`src/rtl/rr_reg_arbiter.sv`:
```
// Round-robin req/grant arbiter guarding one shared DATA_W-bit register.
// Optional HOLD_TIMEOUT_EN: force release after MAX_HOLD consecutive writes.
module rr_reg_arbiter #(
  parameter int NUM_REQ  = 4,
  parameter int DATA_W   = 8,
  parameter int MAX_HOLD = 16
) (
  input  logic                              clk,
  input  logic                              rst_n,
  input  logic [NUM_REQ-1:0]                req,
  input  logic [NUM_REQ*DATA_W-1:0]         wdata,
  output logic [NUM_REQ-1:0]                grant,
  output logic [$clog2(NUM_REQ)-1:0]        owner,
  output logic [DATA_W-1:0]                 q,
  output logic                              q_valid
);

  localparam int PW = $clog2(NUM_REQ);
  localparam logic [PW:0]   NREQ_W   = (PW+1)'(NUM_REQ);
  localparam logic [PW-1:0] LAST_IDX = PW'(NUM_REQ - 1);

  typedef enum logic {IDLE, GRANT} state_t;

  generate
    if (NUM_REQ < 2 || NUM_REQ > 16 || MAX_HOLD < 1) begin : g_bad_param
      $error("rr_reg_arbiter: NUM_REQ must be 2..16 and MAX_HOLD >= 1");
    end
  endgenerate

  state_t              state_reg, state_next;
  logic [NUM_REQ-1:0]  grant_reg, grant_next;
  logic [PW-1:0]       owner_reg, owner_next;
  logic [PW-1:0]       ptr_reg, ptr_next;
  logic [DATA_W-1:0]   q_reg, q_next;
  logic                q_valid_reg, q_valid_next;

  logic [DATA_W-1:0]   lane [NUM_REQ];
  logic [PW-1:0]       win;
  logic                found;
  logic [PW:0]         idx_wide;
  logic [PW-1:0]       owner_inc;

  genvar gi;
  generate
    for (gi = 0; gi < NUM_REQ; gi++) begin : g_lane
      assign lane[gi] = wdata[gi*DATA_W +: DATA_W];
    end
  endgenerate

  // First requester at or after ptr, wrapping at NUM_REQ-1.
  always_comb begin
    win      = '0;
    found    = 1'b0;
    idx_wide = '0;
    for (int k = 0; k < NUM_REQ; k++) begin
      idx_wide = {1'b0, ptr_reg} + (PW+1)'(k);
      if (idx_wide >= NREQ_W) idx_wide = idx_wide - NREQ_W;
      if (!found && req[idx_wide[PW-1:0]]) begin
        found = 1'b1;
        win   = idx_wide[PW-1:0];
      end
    end
  end

  assign owner_inc = (owner_reg == LAST_IDX) ? '0 : owner_reg + PW'(1);

`ifdef HOLD_TIMEOUT_EN
  localparam int HW = $clog2(MAX_HOLD + 1);
  logic [HW-1:0] hold_reg, hold_next, hold_inc;
  assign hold_inc = hold_reg + HW'(1);
`endif

  always_comb begin
    state_next   = state_reg;
    grant_next   = grant_reg;
    owner_next   = owner_reg;
    ptr_next     = ptr_reg;
    q_next       = q_reg;
    q_valid_next = q_valid_reg;
`ifdef HOLD_TIMEOUT_EN
    hold_next    = hold_reg;
`endif
    case (state_reg)
      IDLE: begin
        if (found) begin
          state_next      = GRANT;
          grant_next      = '0;
          grant_next[win] = 1'b1;
          owner_next      = win;
`ifdef HOLD_TIMEOUT_EN
          hold_next       = '0;
`endif
        end
      end
      GRANT: begin
        if (req[owner_reg]) begin
          q_next       = lane[owner_reg];
          q_valid_next = 1'b1;
`ifdef HOLD_TIMEOUT_EN
          hold_next    = hold_inc;
          // The write that reaches the limit still lands; ownership ends with it.
          if (hold_inc == HW'(MAX_HOLD)) begin
            state_next = IDLE;
            grant_next = '0;
            owner_next = '0;
            ptr_next   = owner_inc;
          end
`endif
        end else begin
          state_next = IDLE;
          grant_next = '0;
          owner_next = '0;
          ptr_next   = owner_inc;
        end
      end
      default: state_next = IDLE;
    endcase
  end

  always_ff @(posedge clk or negedge rst_n) begin
    if (!rst_n) begin
      state_reg   <= IDLE;
      grant_reg   <= '0;
      owner_reg   <= '0;
      ptr_reg     <= '0;
      q_reg       <= '0;
      q_valid_reg <= 1'b0;
`ifdef HOLD_TIMEOUT_EN
      hold_reg    <= '0;
`endif
    end else begin
      state_reg   <= state_next;
      grant_reg   <= grant_next;
      owner_reg   <= owner_next;
      ptr_reg     <= ptr_next;
      q_reg       <= q_next;
      q_valid_reg <= q_valid_next;
`ifdef HOLD_TIMEOUT_EN
      hold_reg    <= hold_next;
`endif
    end
  end

  assign grant   = grant_reg;
  assign owner   = owner_reg;
  assign q       = q_reg;
  assign q_valid = q_valid_reg;

endmodule

```
`config.mk`:
```
export PLATFORM = sky130hd
export DESIGN_NAME = rr_reg_arbiter
export DESIGN_NICKNAME = d
export VERILOG_FILES = /design/src/rtl/rr_reg_arbiter.sv
export SDC_FILE = /design/constraint.sdc
export NUM_CORES = 1
export LEC_CHECK = 0
export CAP_MARGIN = 0
export CORE_ASPECT_RATIO = 0.6
export CORE_MARGIN = 2
export CORE_UTILIZATION = 36
export CTS_CLUSTER_SIZE = 30
export DETAILED_ROUTE_END_ITERATION = 10
export PLACE_DENSITY = 0.76
export SLEW_MARGIN = 30
export SYNTH_ARGS = -nofsm -noshare
export SYNTH_HDL_FRONTEND = slang
export SYNTH_SLANG_ARGS = --single-unit
```
`constraint.sdc`:
```
create_clock -name clk -period 1.6 [get_ports clk]
set_clock_uncertainty 0.05 [all_clocks]
set_input_delay 0.4 -clock clk [delete_from_list [all_inputs] [get_ports clk]]
set_output_delay 0.4 -clock clk [all_outputs]
set_load 0.02 [all_outputs]
```
==> insert_results.sql <==
INSERT INTO impl_metrics (metric_group, metric, value, unit) VALUES
('floorplan', 'initial_core_util', '0.3722', ''),
('cts', 'worst_setup_hold_path_clk_slew', '70', 'ps'),
('grt', 'first_global_vias', '956', ''),
('power', 'leakage', '0.8389', 'nW'),
('detailed_routing', 'wl_met3', '238', 'um'),
('detailed_routing', 'avgRoutedWirePerCell', '15.58', 'um'),
('power', 'comb_power_share', '0.593', ''),
('timing', 'final_critical_path_setup_slack', '-108.4', 'ps'),
('floorplan', 'floorplan_die_area', '3393', 'sq um'),
('yosys', 'postSynthAreaPerCell', '13.18', 'sq um'),
('power', 'power_switching', '0.001114', 'W'),
('placement', 'dp_worst_setup_slack', '-543.3', 'ps'),
('timing', 'report.final.setup_viol', '15', ''),
('grt', 'wire_length_of_the_first_global_routing_pass', '4.526', 'mm'),
('final_layout', 'drive_above_1_share', '0.3154', ''),
('run_status', 'outcome', 'finished, violations left', ''),
('timing', 'tightestPinTransition', '541.6', 'ps'),
('critical_path', 'worst_r2r_endpoint', 'ptr_reg[1]', ''),
('grt', 'grt_start_max_net_pins', '19', ''),
('job', 'max_cap_violations', '0', ''),
('critical_path', 'worst_r2r_startpoint', 'owner[0]', ''),
('final_layout', 'most_frequent_cells_in_the_layout', '33 x clkdlybuf4s50_1, 18 x dlygate4sd2_1, 16 x dfrtp_1, 12 x buf_4', ''),
('detailed_routing', 'remaining_drc_errors', '0', ''),
('critical_path', 'path_cells', 'mux4_2, buf_6, nand2b_4, mux2_4', ''),
('placement', 'hpwlAfterDp', '2.367', 'mm'),
('run_status', 'failing_checks', 'negative setup slack', ''),
('floorplan', 'core_area', '2834', 'sq um'),
('power', 'sw_frac_of_total', '0.3659', ''),
('cts', 'clock_path_buffers', '2', ''),
('detailed_routing', 'routed_wirelength', '2.975', 'mm'),
('yosys', 'synth_sequential_area_ratio', '0.4270', ''),
('cts', 'clock_buffer_count_from_cts', '3', ''),
('detailed_routing', 'drt_first_pass_iters', '4', ''),
('cts', 'cts_hold_buffers', '0', ''),
('yosys', 'post_synth_instance_area', '1055', 'sq um'),
('yosys', 'synthesis.instances', '80', ''),
('critical_path', 'crit_arrival', '1800', 'ps'),
('cts', 'htreeDepth', '1', ''),
('timing', 'drv_slew', '0', ''),
('floorplan', 'die_height', '45.93', 'um'),
('grt', 'grtUsageTotal', '0.1844', ''),
('final_layout', 'num-fill-cells', '225', ''),
('worst_hold_path', 'holdCritPathClass', 'input port to async pin', ''),
('power', 'share_seq_of_total_power', '0.287', ''),
('timing', 'timing.final.crit_share', '1.068', ''),
('yosys', 'syn-num-nets', '119', ''),
('critical_path', 'cp-start-kind', 'flip-flop', ''),
('detailed_routing', 'wl_met2', '1.531', 'mm'),
('floorplan', 'dieWidth', '73.88', 'um'),
('timing', 'final-hold-violation-count', '0', ''),
('critical_path', 'setup.worst_path.end_class', 'flip-flop', ''),
('final_layout', 'area_growth', '75.44', '%'),
('floorplan', 'io_pins', '53', ''),
('critical_path', 'worst_ep_required_time', '1690', 'ps'),
('final_layout', 'max_ffs_per_register', '8', ''),
('yosys', 'yosysUniqueCellTypes', '29', ''),
('yosys', 'yosysWarningCount', '0', ''),
('power', 'clkPwrFrac', '0.121', ''),
('power', 'pwr_density_cell', '1645', 'nW/um^2'),
('detailed_routing', 'remaining_number_of_nets_flagged_by_the_antenna_check_after_routing', '0', ''),
('critical_path', 'timing.reg2reg.setup_slack', '-110', 'ps'),
('power', 'fin_total_pwr', '0.003044', 'W'),
('timing', 'tns', '-1013', 'ps'),
('detailed_routing', 'number_of_drc_violations_after_detailed_routing_iteration_0', '86', ''),
('timing', 'slew_limit_headroom', '0.6389', ''),
('detailed_routing', 'detail_route.wirelength.met1', '1.204', 'mm'),
('final_layout', 'finish.net_count', '189', ''),
('grt', 'initial_antenna_violation_count', '0', ''),
('critical_path', 'timing.critical_path.fanout_max', '3', ''),
('detailed_routing', 'route.detailed.vias_per_inst', '5.084', ''),
('floorplan', 'rows', '15', '');
## cells by family (layout without fill, tap and decap cells)
group           count (synthesis)  count (layout)  share of synthesized area
simple gates                   18              18                     0.1079
flops                          18              18                     0.4270
compound gates                 18              18                     0.1174
fa+ha+maj                       1               1                    0.01186
buf+inv                         6              75                    0.03441
mux                            19              19                     0.3013
## metal layers
metal	vias to the layer above	global-route usage
li1	451	-
met1	476	0.2535
met2	44	0.3071
met3	0	0.03982
met4	0	0.03273
met5	-	0
## area by class of cell
type,count,area [sq um],area share
sequential,18,452.9,0.2448
timing repair buffer,69,673.1,0.3638
tap,42,52.55,0.02840
multi-input combinational,56,609.3,0.3293
clock buffer,4,55.05,0.02975
inverter,2,7.507,0.004057
## synth_stat cells (all sizes together)
cell type	count	area share
dfrtp	18	0.43
mux2	9	0.10
mux4	9	0.19
a31oi	4	0.024
and3b	4	0.033
buf	4	0.027
nand2	4	0.017
a21oi	3	0.014
nand2b	3	0.025
nor2	3	0.011
o21ai	3	0.018
o31ai	3	0.021
a22o	2	0.017
inv	2	0.0071
ha	1	0.012
mux2i	1	0.0095
nor3	1	0.0047
nor4	1	0.0059
o21a	1	0.0071
o221ai	1	0.0083
o22a	1	0.0083
or2	1	0.0059
or3	1	0.0059
## worst max-delay path by stage
stage | slack, ps | from | end
floorplan | -120 | owner[0] | q[1]
global placement | -480 | req[3] | q[0]
detailed placement | -540 | req[0] | q[0]
CTS | -120 | owner[0] | ptr_reg[1]
global route | -150 | owner[0] | ptr_reg[1]
finish | -110 | owner[0] | ptr_reg[1]
## power by group through the flow
stage	Clock (W)	Combinational (W)	Sequential, W
finish	0.000367	0.00180	0.000873
global route	0.000393	0.00192	0.000907
CTS	0.000373	0.00179	0.000868
detailed placement	0	0.00177	0.000871
global placement	0	0.00172	0.000859
floorplan	0	0.000866	0.00101
## through the flow
stage / instance area, sq um / util / cells / hold slack, ps
global placement: 1758 / 0.6203 / 184 / 409.6
detailed placement: 1758 / 0.6203 / 184 / 417.1
finish: 1851 / 0.6530 / 191 / 410.8
floorplan: 1084 / - / 80 / 54.41
CTS: 1838 / 0.6486 / 190 / 416.6
global route: 1851 / 0.6530 / 191 / 442.1
## worst max-delay path: cells and delay by family (launching register included)
kind,cells,cell delay (ps)
mux,2,870
flops,1,390
buf+inv,1,150
simple gates,1,140
## timing repair
action,CTS,global route
pin swaps,4,0
gates resized for setup,26,3
endpoints found under the setup margin,32,17
gates cloned,1,0
buffers inserted,1,1
Power figures use the tool's default switching activity.
